File: src/rtl/ifetch_pkg.sv
// ------------------------------------------------------------------
// ifetch_pkg: opcodes, reset address and queue entry type for ifetch.
// Rev 1.0
// ------------------------------------------------------------------
`default_nettype none

package ifetch_pkg;

  localparam logic [6:0]  OPC_JAL          = 7'b1101111;
  localparam logic [6:0]  OPC_BRANCH       = 7'b1100011;
  localparam logic [31:0] RESET_PC_DEFAULT = 32'h0000_0000;
  localparam int unsigned IRamSize         = 4096;

  typedef struct packed {
    logic        pred;
    logic [31:0] pc;
    logic [31:0] inst;
  } fetch_entry_t;

  function automatic logic [31:0] imm_j(input logic [31:0] inst);
    return {{12{inst[31]}}, inst[19:12], inst[20], inst[30:21], 1'b0};
  endfunction

  function automatic logic [31:0] imm_b(input logic [31:0] inst);
    return {{20{inst[31]}}, inst[7], inst[30:25], inst[11:8], 1'b0};
  endfunction

endpackage

`default_nettype wire

File: src/rtl/ifetch_if.sv
// ------------------------------------------------------------------
// ifetch_if: instruction RAM port plus decode handshake of ifetch.
// Rev 1.0
// ------------------------------------------------------------------
`default_nettype none

interface ifetch_if;

  logic [31:0] pc_n_o;
  logic        iram_rd_o;
  logic [31:0] pc_i;
  logic [31:0] inst_i;
  logic        id_valid_o;
  logic        id_ready_i;
  logic [31:0] id_inst_o;
  logic [31:0] id_pc_o;
  logic        id_pred_o;

  modport master (
    output pc_n_o, iram_rd_o, id_valid_o, id_inst_o, id_pc_o, id_pred_o,
    input  pc_i, inst_i, id_ready_i
  );

  modport slave (
    input  pc_n_o, iram_rd_o, id_valid_o, id_inst_o, id_pc_o, id_pred_o,
    output pc_i, inst_i, id_ready_i
  );

endinterface

`default_nettype wire

File: src/rtl/ifetch_buf.sv
// ------------------------------------------------------------------
// ifetch_buf: 2-entry fetch queue with bypass and flush.
// Rev 1.0
// ------------------------------------------------------------------
`default_nettype none

module ifetch_buf
  import ifetch_pkg::*;
(
  input  logic         clk,
  input  logic         rst_n,
  input  logic         flush_i,
  input  logic         push_i,
  input  fetch_entry_t entry_i,
  input  logic         pop_i,
  output logic         valid_o,
  output fetch_entry_t entry_o,
  output logic [1:0]   count_o
);

  fetch_entry_t head_q, head_d, tail_q, tail_d;
  logic [1:0]   count_q, count_d;

  // An empty queue passes the incoming entry straight to the head outputs.
  assign valid_o = (count_q != 2'd0) | push_i;
  assign entry_o = (count_q != 2'd0) ? head_q : entry_i;
  assign count_o = count_q;

  always_comb begin
    head_d  = head_q;
    tail_d  = tail_q;
    count_d = count_q;
    if (flush_i) begin
      count_d = 2'd0;
    end else begin
      case (count_q)
        2'd0: begin
          if (push_i && !pop_i) begin
            head_d  = entry_i;
            count_d = 2'd1;
          end
        end
        2'd1: begin
          if (pop_i && push_i) begin
            head_d = entry_i;
          end else if (pop_i) begin
            count_d = 2'd0;
          end else if (push_i) begin
            tail_d  = entry_i;
            count_d = 2'd2;
          end
        end
        default: begin
          // The issue throttle upstream never pushes into a full queue unpopped.
          if (pop_i) begin
            head_d = tail_q;
            if (push_i) tail_d = entry_i;
            else        count_d = 2'd1;
          end
        end
      endcase
    end
  end

  always_ff @(posedge clk or negedge rst_n) begin
    if (!rst_n) begin
      head_q  <= '0;
      tail_q  <= '0;
      count_q <= 2'd0;
    end else begin
      head_q  <= head_d;
      tail_q  <= tail_d;
      count_q <= count_d;
    end
  end

endmodule

`default_nettype wire

File: src/rtl/ifetch.sv
// ------------------------------------------------------------------
// ifetch: fetch address generation, in-flight tracking and decode queue.
// Rev 1.0 -- static branch prediction built when IFETCH_BPU_EN is defined.
// ------------------------------------------------------------------
`default_nettype none

module ifetch
  import ifetch_pkg::*;
#(
  parameter logic [31:0] RESET_PC = RESET_PC_DEFAULT
) (
  input  logic        clk,
  input  logic        rst_n,
  input  logic        ram_hold_i,
  input  logic        redirect_i,
  input  logic [31:0] redirect_pc_i,
  ifetch_if.master    bus
);

  logic [31:0]  fpc_q, fpc_d;
  logic         inflight_q, inflight_d;
  logic         rsp_vld, pop, issue, room, pred_taken, buf_vld;
  logic [1:0]   count;
  logic [31:0]  seq_pc, pc_sel, pc_next;
  fetch_entry_t rsp, head;

  // A redirect kills the response of the read issued on the old path.
  assign rsp_vld = inflight_q & ~redirect_i;

`ifdef IFETCH_BPU_EN
  logic [6:0]  opc;
  logic [31:0] pred_target;

  always_comb begin
    opc         = bus.inst_i[6:0];
    pred_taken  = rsp_vld & ((opc == OPC_JAL) | ((opc == OPC_BRANCH) & bus.inst_i[31]));
    pred_target = bus.pc_i + ((opc == OPC_JAL) ? imm_j(bus.inst_i) : imm_b(bus.inst_i));
    seq_pc      = pred_taken ? pred_target : fpc_q;
  end
`else
  assign pred_taken = 1'b0;
  assign seq_pc     = fpc_q;
`endif

  assign rsp = '{pred: pred_taken, pc: bus.pc_i, inst: bus.inst_i};

  ifetch_buf u_buf (
    .clk     (clk),
    .rst_n   (rst_n),
    .flush_i (redirect_i),
    .push_i  (rsp_vld),
    .entry_i (rsp),
    .pop_i   (pop),
    .valid_o (buf_vld),
    .entry_o (head),
    .count_o (count)
  );

  assign bus.id_valid_o = buf_vld & ~redirect_i;
  assign bus.id_inst_o  = bus.id_valid_o ? head.inst : 32'h0;
  assign bus.id_pc_o    = bus.id_valid_o ? head.pc   : 32'h0;
  assign bus.id_pred_o  = bus.id_valid_o & head.pred;
  assign pop            = bus.id_valid_o & bus.id_ready_i;

  // Issue only if the word returning next cycle is guaranteed a queue slot.
  always_comb begin
    room   = ({1'b0, count} + {2'b00, inflight_q} - {2'b00, pop}) <= 3'd1;
    pc_sel = seq_pc;
    issue  = rst_n & ~ram_hold_i & room;
    if (redirect_i) begin
      pc_sel = redirect_pc_i;
      issue  = rst_n & ~ram_hold_i;
    end
    pc_next    = {pc_sel[31:2], 2'b00};
    fpc_d      = issue ? pc_next + 32'd4 : pc_next;
    inflight_d = issue;
  end

  assign bus.pc_n_o    = pc_next;
  assign bus.iram_rd_o = issue;

  always_ff @(posedge clk or negedge rst_n) begin
    if (!rst_n) begin
      fpc_q      <= RESET_PC;
      inflight_q <= 1'b0;
    end else begin
      fpc_q      <= fpc_d;
      inflight_q <= inflight_d;
    end
  end

endmodule

`default_nettype wire
File: src/flat_wrapper.sv
// flat-port wrapper written by rule: the top's interface ports become plain ports
module ifetch_flat import ifetch_pkg::*;
#(
  parameter logic [31:0] RESET_PC = RESET_PC_DEFAULT
)
  (clk, rst_n, ram_hold_i, redirect_i, redirect_pc_i, bus_pc_n_o, bus_iram_rd_o, bus_id_valid_o, bus_id_inst_o, bus_id_pc_o, bus_id_pred_o, bus_pc_i, bus_inst_i, bus_id_ready_i);
  ifetch_if bus_i ();
  input  logic clk;
  input  logic rst_n;
  input  logic ram_hold_i;
  input  logic redirect_i;
  input  logic [31:0] redirect_pc_i;
  output wire logic [$bits(bus_i.pc_n_o)-1:0] bus_pc_n_o;
  output wire logic [$bits(bus_i.iram_rd_o)-1:0] bus_iram_rd_o;
  output wire logic [$bits(bus_i.id_valid_o)-1:0] bus_id_valid_o;
  output wire logic [$bits(bus_i.id_inst_o)-1:0] bus_id_inst_o;
  output wire logic [$bits(bus_i.id_pc_o)-1:0] bus_id_pc_o;
  output wire logic [$bits(bus_i.id_pred_o)-1:0] bus_id_pred_o;
  input wire logic [$bits(bus_i.pc_i)-1:0] bus_pc_i;
  input wire logic [$bits(bus_i.inst_i)-1:0] bus_inst_i;
  input wire logic [$bits(bus_i.id_ready_i)-1:0] bus_id_ready_i;
  assign bus_pc_n_o = bus_i.pc_n_o;
  assign bus_iram_rd_o = bus_i.iram_rd_o;
  assign bus_id_valid_o = bus_i.id_valid_o;
  assign bus_id_inst_o = bus_i.id_inst_o;
  assign bus_id_pc_o = bus_i.id_pc_o;
  assign bus_id_pred_o = bus_i.id_pred_o;
  assign bus_i.pc_i = bus_pc_i;
  assign bus_i.inst_i = bus_inst_i;
  assign bus_i.id_ready_i = bus_id_ready_i;
  ifetch #(.RESET_PC(RESET_PC)) u_core (.clk(clk), .rst_n(rst_n), .ram_hold_i(ram_hold_i), .redirect_i(redirect_i), .redirect_pc_i(redirect_pc_i), .bus(bus_i));
endmodule
File: config.mk
export PLATFORM = sky130hd
export DESIGN_NAME = ifetch_flat
export DESIGN_NICKNAME = d
export VERILOG_FILES = /design/src/rtl/ifetch_pkg.sv /design/src/rtl/ifetch_if.sv /design/src/rtl/ifetch_buf.sv /design/src/rtl/ifetch.sv /design/src/flat_wrapper.sv
export SDC_FILE = /design/constraint.sdc
export NUM_CORES = 1
export LEC_CHECK = 0
export ABC_AREA = 1
export BUFFER_PORTS_ARGS = -buffer_cell sky130_fd_sc_hd__buf_2
export CAP_MARGIN = 20
export CELL_PAD_IN_SITES_DETAIL_PLACEMENT = 1
export CELL_PAD_IN_SITES_GLOBAL_PLACEMENT = 2
export CORE_ASPECT_RATIO = 0.75
export CORE_MARGIN = 1.5
export CORE_UTILIZATION = 31
export CTS_CLUSTER_DIAMETER = 80
export DETAILED_ROUTE_END_ITERATION = 6
export PLACE_DENSITY_LB_ADDON = 0.15
export SLEW_MARGIN = 10
export SYNTH_ARGS = -nofsm -noshare
export SYNTH_HDL_FRONTEND = slang
export SYNTH_HIERARCHICAL = 1
export SYNTH_SLANG_ARGS = --single-unit
File: constraint.sdc
create_clock -name clk -period 5.5 [get_ports clk]
set_input_delay 0.825 -clock clk [delete_from_list [all_inputs] [get_ports clk]]
set_output_delay 0.825 -clock clk [all_outputs]
set_load 0.1 [all_outputs]
==> results of run 1 <==
## worst paths after layout
path | cells after the start | slack (ns) | startpoint | endpoint
max | 19 | 0.96 | redirect_i | bus_iram_rd_o
min | 1 | 0.35 | rst_n | u_core/u_buf/head_q[42]$_DFFE_PN0P_
max reg2reg | 19 | 2.36 | u_core/inflight_q$_DFF_PN0_ | u_core/fpc_q[27]$_DFF_PN0_
min reg2reg | 2 | 0.51 | u_core/u_buf/tail_q[60]$_DFFE_PN0P_ | u_core/u_buf/tail_q[60]$_DFFE_PN0P_
max in group asynchronous | 2 | 3.78 | rst_n | u_core/fpc_q[25]$_DFF_PN0_
min in group clk | 2 | 0.51 | u_core/u_buf/tail_q[60]$_DFFE_PN0P_ | u_core/u_buf/tail_q[60]$_DFFE_PN0P_
## layer usage
| metal | vias to the layer above | share of wire, % | global-route usage (%) |
|---|---|---|---|
| met3 | 23 | 2.7 | 3.070 |
| met1 | 4381 | 51 | 25.41 |
| li1 | 4536 | - | - |
| met4 | 0 | 1.4 | 5.283 |
| met2 | 131 | 45 | 30.50 |
| met5 | - | 0 | 0 |
## cells in the final DEF (no fill, tap or decap), types with 4 or more instances in the layout
cell	netlist	layout
o21ai_1	40	40
o21ai_0	165	165
buf_2	18	194
nand3b_1	4	4
nand4_1	11	11
nor2_4	14	15
nand2_1	487	486
nand2_4	17	18
nor2_1	90	90
inv_1	199	199
o21ai_2	4	4
nand3_1	49	49
buf_4	8	13
nand2_2	29	29
xor2_1	7	7
dfrtp_1	163	163
bufinv_16	0	4
conb_1	1	5
nor2_2	10	9
xnor2_1	7	7
inv_2	8	8
clkbuf_16	0	17
## cells in the mapped netlist, types with 2 or more instances
| library cell | number | area share, % |
|---|---|---|
| o21ai_0 | 165 | 8.5 |
| nand4_1 | 11 | 0.71 |
| clkbuf_1 | 27 | 1.0 |
| ha_1 | 3 | 0.38 |
| buf_2 | 18 | 0.92 |
| buf_1 | 4 | 0.15 |
| nor2_4 | 14 | 1.6 |
| nand3_2 | 2 | 0.21 |
| nand3_1 | 49 | 2.5 |
| o21ai_2 | 4 | 0.36 |
| inv_1 | 199 | 7.7 |
| xor2_1 | 7 | 0.63 |
| o21ai_1 | 40 | 2.1 |
| nor2_2 | 10 | 0.64 |
| buf_4 | 8 | 0.62 |
| buf_6 | 17 | 2.0 |
| dfrtp_1 | 163 | 42 |
| xnor2_1 | 7 | 0.63 |
| nor2_1 | 90 | 3.5 |
| nand2_1 | 487 | 19 |
| nand2_2 | 29 | 1.9 |
| nand2_4 | 17 | 2.0 |
| nand3b_1 | 4 | 0.31 |
| inv_2 | 8 | 0.31 |
## critical path: stages
cell and delay, ns:
buf_2 0.15, nor2_1 0.16, inv_1 0.06, nand2_1 0.07
nand2_2 0.05, nor2_1 0.27, ha_1 0.29, inv_1 0.05
ha_1 0.13, inv_1 0.05, fa_1 0.38, inv_1 0.06
nand2_1 0.05, nand3_1 0.10, nand2_1 0.05, nand2_1 0.07
buf_4 0.24, clkinv_1 0.28, buf_2 0.38
## metrics by stage
step,hold WS [ns],power [W]
finish,0.3508,0.005701
global route,0.3665,0.006156
CTS,0.3567,0.005803
detailed placement,0.4956,0.004425
global placement,0.4883,0.004362
floorplan,0.4759,0.003917
## power by group
group | total (W) | internal [W] | switching [W]
clock network | 0.00133 | 0.000800 | 0.000528
registers | 0.00185 | 0.00169 | 0.000162
logic | 0.00252 | 0.000562 | 0.00196
## logic make-up (layout without fill, tap and decap cells)
group | count (synthesis) | after routing | synth area share [%]
AND/OR/NAND/NOR | 716 | 716 | 32.28
XOR/XNOR | 14 | 14 | 1.256
adder cells (fa/ha/maj) | 4 | 4 | 0.5897
other | 1 | 7 | 0.03842
AO/OA/AOI/OAI | 212 | 212 | 11.15
buffers and inverters | 283 | 450 | 12.90
flip-flops | 163 | 163 | 41.79
## area by class of cell
cell class | count | area share, %
Sequential cell | 163 | 35.20
Tap cell | 406 | 4.384
Multi-Input combinational cell | 951 | 38.40
Antenna cell | 2 | 0.04319
Clock inverter | 11 | 1.512
Inverter | 208 | 6.737
Timing Repair Buffer | 210 | 9.663
Clock buffer | 21 | 4.060
## state kept, by name, indices dropped and copies added, names as in the netlist
| name | flops |
|---|---|
| u_core/inflight_q | 1 |
| u_core/u_buf/count_o | 2 |
| u_core/fpc_q | 30 |
| u_core/u_buf/head_q | 65 |
| u_core/u_buf/tail_q | 65 |
==> impl_metrics.yaml, run 1 <==
status:
  status: "completed"
global_routing:
  track_usage_pct: 18.63
  grt_max_degree: 131
  grt-ovfl-total: 0
  grt_pass1_vias: 9191
  antenna_found_initial: 2
  grt_pass1_wl_um: 48040
clock_network:
  tritoncts: "done"
  hold_buffers: 0
  cts-root-buf: "clkbuf_16"
  clk_latency_ns: 0.44
  cts_buffers: 17
  post-cts-setup-buffers: 0
  ctsLongestPathBuffers: 2
  cts.sinks: 163
  cts_resized: 0
  ctsHtreeMaxLevel: 4
  cts.reportedPaths.clkPinSlew_ns: 0.07
timing:
  setup_viol_count_final: 0
  final_hold_viol_count: 0
  setup_tns_ns: 0
  worstMarginPinSlew_ns: 1.030
  rsz0062_at_grt: "no"
  slew_violations: 0
  finalCritPeriodShare_pct: 82.63
  slew_headroom_pct: 31.33
  setup_slack_ns: 0.9555
  finClkSkew_ns: 0.01202
  fmax_ghz: 0.2200
  final.min_clock_period_ns: 4.544
drt:
  drt-total-wl_um: 29160
  wire_per_inst_um: 14.79
  vias_per_cell: 4.600
  num_vias: 9071
  drc: 0
  drt_iter0_drc: 300
  antenna_left: 0
  firstDrtPassIters: 4
synthesis:
  synth_edf_count: 0
  synthesis.area_mm2: 0.009761
  yosysWarningCount: 6
  async_reset_ff_share_pct: 100.0
  synth_ff_type: "dfrtp_1"
  netlist_instances: 1393
  synth_cell_types: 34
  synth-seq-cells: 163
  avgSynthCellArea_um2: 7.007
  yosysSeqAreaShare_pct: 41.79
placed_design:
  placed_cell_area_mm2: 0.01092
  dpl.hpwl_um: 18770
  gp_congestion: 0.7903
  port-buffer-count: 195
  pre_cts_ws_ns: 0.9042
  place_inst: 1937
floorplanning:
  start_util_pct: 31.37
  coreArea_mm2: 0.03111
  pin_count: 200
  die_h_um: 156.7
  rows: 56
  design.die.area_mm2: 0.03257
  die_w_um: 207.9
min_path:
  worstHoldPathType: "in2async"
finish:
  final_nets: 1656
  fill_cells: 4004
  multiInputGateArea_mm2: 0.004451
  drive_gt1_share_pct: 21.04
  area_growth_pct: 18.73
  seq_area_mm2: 0.004079
  stdcell_count: 1972
  final_core_util_pct: 37.25
  final_area_mm2: 0.01159
worst_setup_path:
  arrival_ns: 3.72
  cp_max_fo: 11
  start_kind: "input port"
  worst-setup-path-type: "in2out"
  critPathRequiredTime_ns: 4.68
  end_kind: "output port"
power:
  p_leak_nw: 6.242
  power.density_mw_per_mm2: 492.0
  ir_worst_vdd_mv: 0.2061
job:
  cap_viol_max_count: 0
(Power assumes the default switching activity.)
==> run 2: changes to the inputs <==
--- a/config.mk
+++ b/config.mk
@@ -12,7 +12,7 @@
 export CELL_PAD_IN_SITES_GLOBAL_PLACEMENT = 2
 export CORE_ASPECT_RATIO = 0.75
 export CORE_MARGIN = 1.5
-export CORE_UTILIZATION = 31
+export CORE_UTILIZATION = 28
 export CTS_CLUSTER_DIAMETER = 80
 export DETAILED_ROUTE_END_ITERATION = 6
 export PLACE_DENSITY_LB_ADDON = 0.15
==> constraint.sdc (replaced) <==
create_clock -name clk -period 3.9 [get_ports clk]
set_input_delay 0.585 -clock clk [delete_from_list [all_inputs] [get_ports clk]]
set_output_delay 0.585 -clock clk [all_outputs]
set_load 0.1 [all_outputs]
==> run 2 against run 1 <==
Sequential share of layout area decreased by 3.1 points. Clock power increased by 48%. Critical path type is now reg2out. Combinational power increased by 62%. First-iteration DRC count decreased by 7.3%. Critical endpoint unchanged. Global-route usage decreased by 1.2 points. Non-clock buffer count increased by 5. Flip-flop and latch count unchanged.
==> impl_metrics.yaml, run 2 (synthesized netlist as in run 1, its figures left out) <==
timing:
  setup_tns_ns: 0
  final_hold_viol_count: 0
  finClkSkew_ns: 0.01037
  slew_headroom_pct: 42.03
  rsz0062_at_grt: "no"
  setup_viol_count_final: 0
  hold_slack_ns: 0.3841
  final.min_clock_period_ns: 3.561
  slew_violations: 0
  fmax_ghz: 0.2808
  finalCritPeriodShare_pct: 91.31
  worstMarginPinSlew_ns: 0.8696
clock_network:
  clk_latency_ns: 0.43
  cts_buffers: 17
  cts.sinks: 163
  ctsHtreeMaxLevel: 4
  cts.reportedPaths.clkPinSlew_ns: 0.07
  cts-root-buf: "clkbuf_16"
  tritoncts: "done"
  ctsLongestPathBuffers: 2
drt:
  num_vias: 9003
  vias_per_cell: 4.459
  firstDrtPassIters: 4
  wire_per_inst_um: 14.76
  drc: 0
  drt-total-wl_um: 29800
  antenna_left: 0
  drt_iter0_drc: 278
floorplanning:
  start_util_pct: 28.80
  rows: 58
  die_h_um: 164.7
  coreArea_mm2: 0.03389
  design.die.area_mm2: 0.03600
  pin_count: 200
  die_w_um: 218.6
finish:
  layout_common_cells: "nand2_1, inv_1, o21ai_0"
  final_nets: 1661
  fill_cells: 4147
  layout_commonest_cell: "nand2_1"
  drive_gt1_share_pct: 21.43
  top_regs: "u_core/u_buf/head_q (65), u_core/u_buf/tail_q (65), u_core/fpc_q (30)"
  area_growth_pct: 30.24
placed_design:
  dpl.hpwl_um: 20020
  gp_congestion: 0.7829
  port-buffer-count: 195
global_routing:
  track_usage_pct: 17.48
  grt_pass1_vias: 9260
  grt_max_degree: 78
  grt-ovfl-total: 0
  antenna_found_initial: 2
  grt_pass1_wl_um: 49310
power:
  p_leak_nw: 6.487
  sw_frac_of_total_pct: 44.13
  power.density_mw_per_mm2: 681.4
  internal_power_w: 0.004840
  ir_worst_vdd_mv: 0.3202
  combPwrFrac_pct: 47.0
  p_switching_w: 0.003823
  clkPwrFrac_pct: 22.8
  seq_power_share_pct: 30.2
status:
  status: "completed"
worst_setup_path:
  critPathRequiredTime_ns: 3.31
  cp_max_fo: 9
  end_kind: "output port"
  worst-setup-path-type: "reg2out"
  arrival_ns: 2.98
  reg2reg_depth: 17
  start_kind: "flip-flop"
min_path:
  worstHoldPathType: "in2reg"
  hold_depth: 3
job:
  cap_viol_max_count: 0
==> run 2: changes by cell type in the layout (fill, tap and decap cells not counted), sizes merged <==
cell	change
buf	+4
bufinv	+2
clkbuf	-2
clkinvlp	-1
diode	-1
dlygate4sd3	+1
==> run 2: worst max-delay path: stages (launching register included) <==
cell and delay, ns:
dfrtp_1 0.45, nor2_4 0.12, nand2_1 0.07, nand2_2 0.08, nor2_2 0.04, ha_1 0.28, inv_1 0.06, ha_1 0.13
inv_1 0.05, fa_1 0.48, nand3_1 0.07, nand2_1 0.05, nand2_1 0.15, clkinv_8 0.10, buf_2 0.42
==> run 2: stage by stage <==
| step | instance area, µm² | power [W] | util (%) | instances | worst slack (ns) |
|---|---|---|---|---|---|
| after floorplan | 9793 | 0.005528 | - | 1397 | 0.002429 |
| after global placement | 12020 | 0.006688 | 35.46 | 1986 | 0.3655 |
| after detailed placement | 12020 | 0.006779 | 35.46 | 1986 | 0.3514 |
| after CTS | 12710 | 0.008825 | 37.50 | 2018 | 0.2620 |
| after global routing | 12710 | 0.009325 | 37.50 | 2018 | 0.04415 |
| final | 12710 | 0.008662 | 37.51 | 2019 | 0.3388 |
==> run 2: final cells by class <==
class / instances / area (µm²) / area share [%]
inverter: 208 / 793.3 / 6.240
timing repair buffer: 215 / 2138 / 16.82
antenna: 1 / 2.502 / 0.01969
sequential: 163 / 4079 / 32.09
multi-input combinational: 951 / 4456 / 35.05
clock inverter: 12 / 227.7 / 1.791
clock buffer: 19 / 452.9 / 3.563
tap: 450 / 563.0 / 4.429
==> run 2: final timing paths <==
kind	start	to	slack [ns]
max	u_core/u_buf/count_o[0]$_DFFE_PN0P_	bus_iram_rd_o	0.34
min	bus_inst_i[12]	u_core/u_buf/tail_q[12]$_DFFE_PN0P_	0.38
max reg2reg	u_core/u_buf/count_o[0]$_DFFE_PN0P_	u_core/fpc_q[27]$_DFF_PN0_	0.91
min reg2reg	u_core/u_buf/tail_q[5]$_DFFE_PN0P_	u_core/u_buf/tail_q[5]$_DFFE_PN0P_	0.51
max in group asynchronous	rst_n	u_core/u_buf/head_q[20]$_DFFE_PN0P_	2.26
min in group asynchronous	rst_n	u_core/u_buf/head_q[49]$_DFFE_PN0P_	0.53
==> run 2: power by group through the flow <==
stage               Combinational, W  Sequential, W  Clock, W
floorplan                    0.00294        0.00258         0
global placement             0.00407        0.00262         0
detailed placement           0.00413        0.00265         0
CTS                          0.00415        0.00262   0.00205
global route                 0.00451        0.00269   0.00212
finish                       0.00407        0.00261   0.00197
==> run 2: layer usage <==
| metal | wire [µm] | up-vias | track usage (%) |
|---|---|---|---|
| li1 | - | 4546 | - |
| met1 | 15110 | 4327 | 24.40 |
| met2 | 13610 | 111 | 28.31 |
| met5 | 0 | - | 0 |
| met3 | 800 | 19 | 2.615 |
| met4 | 268 | 0 | 4.263 |
==> run 2: timing repair <==
item,4_1_cts,5_1_grt
hold buffers,1,0
setup buffers,0,0
resized for setup,0,0
hold endpoints to repair,10,0
